==> config.mk <==
export PLATFORM = sky130hd
export DESIGN_NAME = z80_bus_initiator
export DESIGN_NICKNAME = d
export VERILOG_FILES = /design/src/rtl/z80_bus_initiator.sv
export SDC_FILE = /design/constraint.sdc
export NUM_CORES = 1
export LEC_CHECK = 0
export CAP_MARGIN = 20
export CELL_PAD_IN_SITES_DETAIL_PLACEMENT = 0
export CELL_PAD_IN_SITES_GLOBAL_PLACEMENT = 1
export CORE_UTILIZATION = 36
export DETAILED_ROUTE_END_ITERATION = 6
export PLACE_DENSITY = 0.77
export SYNTH_ARGS = -nofsm -noshare
export SYNTH_HDL_FRONTEND = slang
export SYNTH_SLANG_ARGS = --single-unit
==> constraint.sdc <==
create_clock -name clk -period 2.4 [get_ports clk]
set_input_delay 0.48 -clock clk [delete_from_list [all_inputs] [get_ports clk]]
set_output_delay 0.48 -clock clk [all_outputs]
set_load 0.02 [all_outputs]
==> src/rtl/z80_bus_initiator.sv <==
// rtl/z80_bus_initiator.sv - Z80-style bus cycle generator for the CPC expansion bus
//
// Runs one memory or I/O bus cycle per accepted command. The strobe sequence
// follows the Z80 T-state pattern, honours READY wait states, and adds a
// refresh phase after M1 opcode fetches.
//
// Ports:
//   clk, reset            clock, synchronous active-high reset
//   cmd_valid/cmd_ready   command handshake (ready only while idle)
//   cmd_type              00 mem rd, 01 mem wr, 10 io rd, 11 io wr
//   cmd_m1                memory read is an opcode fetch
//   cmd_adr, cmd_data     cycle address and write data
//   rsp_valid             one-cycle pulse on completion
//   rsp_data, rsp_err     read data (held until next read) and timeout flag
//   adr, data_out/oe      bus address, write data and drive enable
//   data_in               bus read data
//   mreq_b .. rfsh_b      active-low bus strobes
//   ready                 low requests a wait state
module z80_bus_initiator #(
    parameter int         MAX_WAIT = 255,
    parameter logic [7:0] I_REG    = 8'h00
) (
    input  logic        clk,
    input  logic        reset,
    input  logic        cmd_valid,
    output logic        cmd_ready,
    input  logic [1:0]  cmd_type,
    input  logic        cmd_m1,
    input  logic [15:0] cmd_adr,
    input  logic [7:0]  cmd_data,
    output logic        rsp_valid,
    output logic [7:0]  rsp_data,
    output logic        rsp_err,
    output logic [15:0] adr,
    output logic [7:0]  data_out,
    output logic        data_oe,
    input  logic [7:0]  data_in,
    output logic        mreq_b,
    output logic        iorq_b,
    output logic        rd_b,
    output logic        wr_b,
    output logic        m1_b,
    output logic        rfsh_b,
    input  logic        ready
);

    // Wait counter only needs to reach MAX_WAIT-1 before the abort decision.
    localparam int WAIT_W = (MAX_WAIT > 1) ? $clog2(MAX_WAIT) : 1;

    typedef enum logic [2:0] {
        S_IDLE, S_T1, S_T2, S_TWA, S_TW, S_GAP, S_T3, S_T4
    } state_t;

    state_t            state;
    logic [1:0]        typ;
    logic              m1_cyc;
    logic [7:0]        r_reg;
    logic [7:0]        rd_cap;
    logic [WAIT_W-1:0] wait_cnt;

    always_ff @(posedge clk) begin
        if (reset) begin
            state     <= S_IDLE;
            typ       <= 2'b00;
            m1_cyc    <= 1'b0;
            r_reg     <= 8'h00;
            rd_cap    <= 8'h00;
            wait_cnt  <= '0;
            cmd_ready <= 1'b1;
            rsp_valid <= 1'b0;
            rsp_err   <= 1'b0;
            rsp_data  <= 8'h00;
            adr       <= 16'h0000;
            data_out  <= 8'h00;
            data_oe   <= 1'b0;
            mreq_b    <= 1'b1;
            iorq_b    <= 1'b1;
            rd_b      <= 1'b1;
            wr_b      <= 1'b1;
            m1_b      <= 1'b1;
            rfsh_b    <= 1'b1;
        end else begin
            rsp_valid <= 1'b0;
            rsp_err   <= 1'b0;
            case (state)
                S_IDLE: begin
                    if (cmd_valid) begin
                        state     <= S_T1;
                        typ       <= cmd_type;
                        m1_cyc    <= cmd_m1 && (cmd_type == 2'b00);
                        cmd_ready <= 1'b0;
                        adr       <= cmd_adr;
                        if (cmd_type[0]) begin
                            data_out <= cmd_data;
                            data_oe  <= 1'b1;
                        end
                        // Memory cycles assert MREQ (and RD for reads) from T1;
                        // I/O cycles show only the address in T1.
                        if (!cmd_type[1]) begin
                            mreq_b <= 1'b0;
                            if (!cmd_type[0]) begin
                                rd_b <= 1'b0;
                                m1_b <= ~cmd_m1;
                            end
                        end
                    end
                end
                S_T1: begin
                    state <= S_T2;
                    if (typ[1]) begin
                        iorq_b <= 1'b0;
                        if (typ[0]) wr_b <= 1'b0;
                        else        rd_b <= 1'b0;
                    end else if (typ[0]) begin
                        wr_b <= 1'b0;
                    end
                end
                S_T2: begin
                    if (typ[1]) begin
                        state <= S_TWA;
                    end else if (!ready) begin
                        state    <= S_TW;
                        wait_cnt <= '0;
                    end else if (m1_cyc) begin
                        // Fetch data is taken here; MREQ drops out for one edge.
                        rd_cap <= data_in;
                        mreq_b <= 1'b1;
                        rd_b   <= 1'b1;
                        m1_b   <= 1'b1;
                        state  <= S_GAP;
                    end else begin
                        state <= S_T3;
                    end
                end
                S_TWA: begin
                    if (!ready) begin
                        state    <= S_TW;
                        wait_cnt <= '0;
                    end else begin
                        state <= S_T3;
                    end
                end
                S_TW: begin
                    if (ready) begin
                        if (m1_cyc) begin
                            rd_cap <= data_in;
                            mreq_b <= 1'b1;
                            rd_b   <= 1'b1;
                            m1_b   <= 1'b1;
                            state  <= S_GAP;
                        end else begin
                            state <= S_T3;
                        end
                    end else if (wait_cnt == WAIT_W'(MAX_WAIT - 1)) begin
                        // Device never released READY: abandon with an error.
                        state     <= S_IDLE;
                        cmd_ready <= 1'b1;
                        rsp_valid <= 1'b1;
                        rsp_err   <= 1'b1;
                        data_oe   <= 1'b0;
                        mreq_b    <= 1'b1;
                        iorq_b    <= 1'b1;
                        rd_b      <= 1'b1;
                        wr_b      <= 1'b1;
                        m1_b      <= 1'b1;
                        rfsh_b    <= 1'b1;
                    end else begin
                        wait_cnt <= wait_cnt + WAIT_W'(1);
                    end
                end
                S_GAP: begin
                    state  <= S_T3;
                    adr    <= {I_REG, r_reg};
                    mreq_b <= 1'b0;
                    rfsh_b <= 1'b0;
                end
                S_T3: begin
                    if (m1_cyc) begin
                        state  <= S_T4;
                        mreq_b <= 1'b1;
                    end else begin
                        state     <= S_IDLE;
                        cmd_ready <= 1'b1;
                        rsp_valid <= 1'b1;
                        if (!typ[0]) rsp_data <= data_in;
                        data_oe   <= 1'b0;
                        mreq_b    <= 1'b1;
                        iorq_b    <= 1'b1;
                        rd_b      <= 1'b1;
                        wr_b      <= 1'b1;
                    end
                end
                S_T4: begin
                    state      <= S_IDLE;
                    cmd_ready  <= 1'b1;
                    rsp_valid  <= 1'b1;
                    rsp_data   <= rd_cap;
                    rfsh_b     <= 1'b1;
                    // R[7] is software-owned; only the low seven bits count.
                    r_reg[6:0] <= r_reg[6:0] + 7'd1;
                end
                default: state <= S_IDLE;
            endcase
        end
    end

endmodule

---- After elaboration in Yosys (flattened, before gate mapping) ----
Cells that the tools add are included.
word-level totals
  register bits ........................... 71
  input port bits ......................... 39
  output and inout port bits .............. 42
  logic and storage cells ................. 144
cells by class
  $add $sub $neg .......................... 2
  equal/unequal tests ..................... 23
  multiplexer cells ....................... 68
  bitwise logic cells ..................... 2
  reduce and logical (&&, ||, !) cells .... 30
operators with widths
  kind                 number
  $mux 8               9
  $mux 1               36
  $pmux 16 s2          1
  $pmux 8 s2           2
  $ne 2x2->1 const B   14
  $pmux 3 s8           1
  $pmux 8 s3           1
  $pmux 1 s3           6
  $mux 16              1
  $mux 3               5
  $reduce_and 5->1     3
  $reduce_bool 3->1    5
  $eq 3x3->1 const B   4
  $reduce_and 6->1     2
  $pmux 1 s5           2
  $reduce_and 10->1    1
  $reduce_bool 5->1    2
  $reduce_and 3->1     3
  $add 8x1->8 const B  1
  $eq 8x8->1 const B   1
  $reduce_and 2->1     4
  $add 7x1->7 const B  1
  $reduce_and 7->1     1
  $eq 3x2->1 const B   2
  12 further kinds     17

---- Logic depth before layout (Yosys ltp) ----
  depth in word-level cells ............... 5
  depth in mapped cells ................... 7
  mapped depth without buffers ............ 6

---- Worst setup path after synthesis ----
OpenSTA, ideal clock, no wires.
  path type ............................... register -> register
  from .................................... register state[0]
  to ...................................... register wait_cnt[5]
  setup time .............................. 70 ps
  arrival ................................. 1773 ps
  required time ........................... 2330 ps
  setup slack ............................. 557 ps
  cell stages (with the launch flop) ...... 6
  buffers on the path ..................... 1
  period minus slack after synthesis ...... 1843 ps
  cells stage by stage .................... dfxtp_1 buf_2 or3b_2 a21boi_2 or4_1 a21boi_1
between the ends
  longest elaborated chain between the ends .. 3
  elaborated cells on any way between the ends .. 9
  those cells by class .................... eq/ne (6); mux (1); reduce/logical (2)
ends and longest elaborated chain
  what                                                              line  RTL
  from (decl)                                                       54    state_t state;
  from (signal assigned)                                            63    state <= S_IDLE;
  from (signal assigned)                                            88    state <= S_T1;
  from (signal assigned)                                            109   state <= S_T2;
  $eq 3x3->1 / $eq 3x2->1 (equally long branches)                   85    case (state)
  $ne 2x2->1 (no line) / $reduce_bool 3->1 (equally long branches)  -
  $reduce_and 4->1 (no line)                                        -
  to (signal assigned)                                              168   wait_cnt <= wait_cnt + WAIT_W'(1);
  to (decl)                                                         59    logic [WAIT_W-1:0] wait_cnt;
Parallel ways exist; a longest one is shown, timed or not.
A chain may end at the register's enable or synchronous reset.

---- Final worst setup path ----
  from .................................... register state[2]
  to ...................................... register wait_cnt[5]
The elaborated chain is that of the path after synthesis.

==> impl_metrics.json <==
{
  "start_util": 0.372,
  "cp_max_fo": 13,
  "postSynthCellCount": 395,
  "drt-total-wl_mm": 8.57,
  "top_layer_used": "met4",
  "setup_viol": 0,
  "drc": 0,
  "period_share": 0.847,
  "crit_start": "state[2]",
  "dpl.hpwl_mm": 6.09,
  "setup_ws_ns": 0.368,
  "routabilityCongestion": 0.800,
  "holdCritPathClass": "reg -> reg",
  "syn_nets": 437,
  "status": "completed",
  "p_leak_nw": 1.54,
  "grt_pass1_wl_mm": 14.4,
  "path_buf_inv": 0,
  "rsz0062_at_grt": "no",
  "critPathRequiredTime_ns": 2.68,
  "synth_edf_count": 0,
  "routedWlPerCell_um": 14.6,
  "io_buffer_count": 80,
  "n_antenna_cell": 0,
  "cpMaxStageDelayCell": "dfxtp_1",
  "crit_path_max_incr_delay_ns": 0.56,
  "dieArea_um2": 9340,
  "min_path_cells": 2,
  "wl_met3_um": 357,
  "synthDominantCellAreaShare": 0.441,
  "wl_met2_mm": 3.86,
  "ys_async_sr_fraction": 0,
  "synth.top_cells.by_count": "dfxtp_1 (71), nand2_1 (62), nor2_1 (43)",
  "max_slew.worst_pin.slew_ns": 0.566,
  "ctsResizeCount": 0,
  "grt_pass1_vias": 2923,
  "start_kind": "flip-flop",
  "cts_tree": "done",
  "grt_max_degree": 36,
  "synth_seq_area_share": 0.441,
  "chipHeight_um": 96.6,
  "drtPass1Iterations": 4,
  "drv_slew": 0,
  "fmax_mhz": 492,
  "r2r_cells": 4,
  "cts_inserted_buffers": 9,
  "grt_overflow_total": 0,
  "core_um2": 8680,
  "synth.largest_area_cell": "dfxtp_1",
  "crit_family": "simple AND/OR/NAND/NOR gates",
  "p_per_area_nw_per_um2": 923,
  "synth.area.top_cells": "dfxtp_1 (44%), nand2_1 (7.2%), nor2_1 (5.0%)",
  "antenna_found_initial": 0,
  "path_class": "reg -> reg",
  "yosys_warnings": 0,
  "hold_viol_final": 0,
  "hold_end": "data_out[0]",
  "clkLatencyLatePin_ns": 0.34,
  "ctsHoldBuffers": 0,
  "swShare": 0.367,
  "cts_root_buffer": "clkbuf_8",
  "post_cts_buffers": 0,
  "cp_data_arrival_time_ns": 2.31,
  "drtIter0Drc": 97,
  "ys_types": 51,
  "grtUsageTotal": 0.189,
  "p_comb_frac": 0.384,
  "ys.flop_type": "dfxtp_1",
  "top_register": "adr",
  "htree_levels": 3,
  "internal-power_mw": 2.55,
  "syn-cell-area_um2": 3220,
  "synthToLayoutAreaGrowth_pct": 35.4,
  "wl_met1_mm": 4.23,
  "fillCellCount": 865,
  "largest_reg_flops": 16,
  "finalClockSkew_ns": 0.00869,
  "pre_cts_ws_ns": 0.0338,
  "power.share.clock": 0.238,
  "tns_ns": 0,
  "r2r-start": "state[2]",
  "p_seq_frac": 0.378,
  "power.switching_mw": 1.48,
  "cts_buffer_depth": 2,
  "yosys.cell_count.top_type": "dfxtp_1",
  "layout-drive-gt1-share": 0.0881,
  "slew_headroom": 0.623,
  "final_nets": 515,
  "die_w_um": 96.6,
  "cts_sinks": 71,
  "vias_per_cell": 5.18,
  "cts.clk_slew.worst_paths_ns": 0.08,
  "num_rows": 34,
  "cp_cell_sequence": "or3b_2 > a21boi_2 > or4_1 > a21boi_1",
  "r2r-end": "wait_cnt[5]",
  "ioPinCount": 81,
  "endpoint_kind": "flip-flop",
  "min-delay-start": "data_out[0]",
  "r2r_slack_ns": 0.37,
  "min_period_ns": 2.03,
  "syn_avg_cell_area_um2": 8.16,
  "maxCapViolations": 0,
  "vdd_drop_max_uv": 375,
  "num_vias": 3030,
  "ys_seq_elements": 71,
  "holdWs_ns": 0.455,
  "ant_nets": 0
}
## worst register-to-register path, delay by kind of cell, from the launching register on
kind,cells,cell delay (ns)
flops,1,0.56
simple gates,2,1.04
compound gates,2,0.37
## stage by stage
| step | power (mW) | cells | utilization | cell area [µm²] |
|---|---|---|---|---|
| after floorplan | 2.49 | 395 | - | 3220 |
| after global placement | 3.08 | 570 | 0.480 | 4170 |
| after detailed placement | 3.10 | 570 | 0.480 | 4170 |
| after CTS | 4.06 | 585 | 0.503 | 4370 |
| after global routing | 4.30 | 585 | 0.503 | 4370 |
| final | 4.03 | 585 | 0.503 | 4370 |
## power groups by stage
| stage | registers [mW] | logic (mW) | clock network, mW |
|---|---|---|---|
| 2_1_floorplan | 1.66 | 0.832 | 0 |
| 3_3_place_gp | 1.55 | 1.54 | 0 |
| 5_1_grt | 1.56 | 1.71 | 1.03 |
| 4_1_cts | 1.52 | 1.56 | 0.977 |
| 6_report | 1.52 | 1.55 | 0.959 |
| 3_5_place_dp | 1.55 | 1.55 | 0 |
## worst max path at each step
stage,end,slack (ns),depth (start not counted)
6_report,wait_cnt[5],0.37,4
5_1_grt,rd_cap[6],0.18,6
4_1_cts,wait_cnt[5],0.37,4
3_5_place_dp,adr[4],0.03,5
3_3_place_gp,adr[12],0.08,5
2_1_floorplan,wait_cnt[5],0.56,5
## cells in the final DEF (no fill, tap or decap), drive strengths merged, types with 2 or more instances in the layout
| cell | instances |
|---|---|
| a22oi | 4 |
| clkinvlp | 2 |
| o22ai | 8 |
| nor2 | 43 |
| or2 | 2 |
| o211ai | 2 |
| dfxtp | 71 |
| nor4b | 3 |
| nand4 | 5 |
| a221oi | 2 |
| o31ai | 3 |
| nor3 | 13 |
| nor2b | 2 |
| inv | 8 |
| and3 | 5 |
| mux2i | 16 |
| nand2 | 62 |
| clkbuf | 10 |
| a21oi | 28 |
| buf | 17 |
| nand2b | 11 |
| nand3 | 18 |
| xnor2 | 3 |
| clkdlybuf4s50 | 79 |
| ha | 3 |
| or3b | 3 |
| a311oi | 9 |
| nor4 | 8 |
| xor2 | 3 |
| o21ai | 11 |
| a21boi | 3 |
| clkinv | 2 |
## cell families after synthesis
group | after synthesis | share of synthesized area
muxes | 16 | 0.0497
AOI/OAI and AO/OA | 82 | 0.173
xor gates and xnor gates | 6 | 0.0163
DFF | 71 | 0.441
and+or+nand+nor | 180 | 0.264
buffers and inverters | 37 | 0.0442
adders and majority gates | 3 | 0.0116
## area by class of cell
class / count / area [µm²] / area share
Clock buffer: 10 / 138 / 0.0315
Timing Repair Buffer: 96 / 916 / 0.210
Sequential cell: 71 / 1420 / 0.326
Tap cell: 108 / 135 / 0.0310
Inverter: 8 / 30.0 / 0.00688
Multi-Input combinational cell: 287 / 1670 / 0.382
Clock inverter: 5 / 58.8 / 0.0135
## per-layer routing
metal	global-route usage	vias up
li1	-	1552
met1	0.260	1420
met2	0.288	49
met3	0.0441	9
met4	0.0689	0
met5	0	-
(Power assumes the default switching activity.)
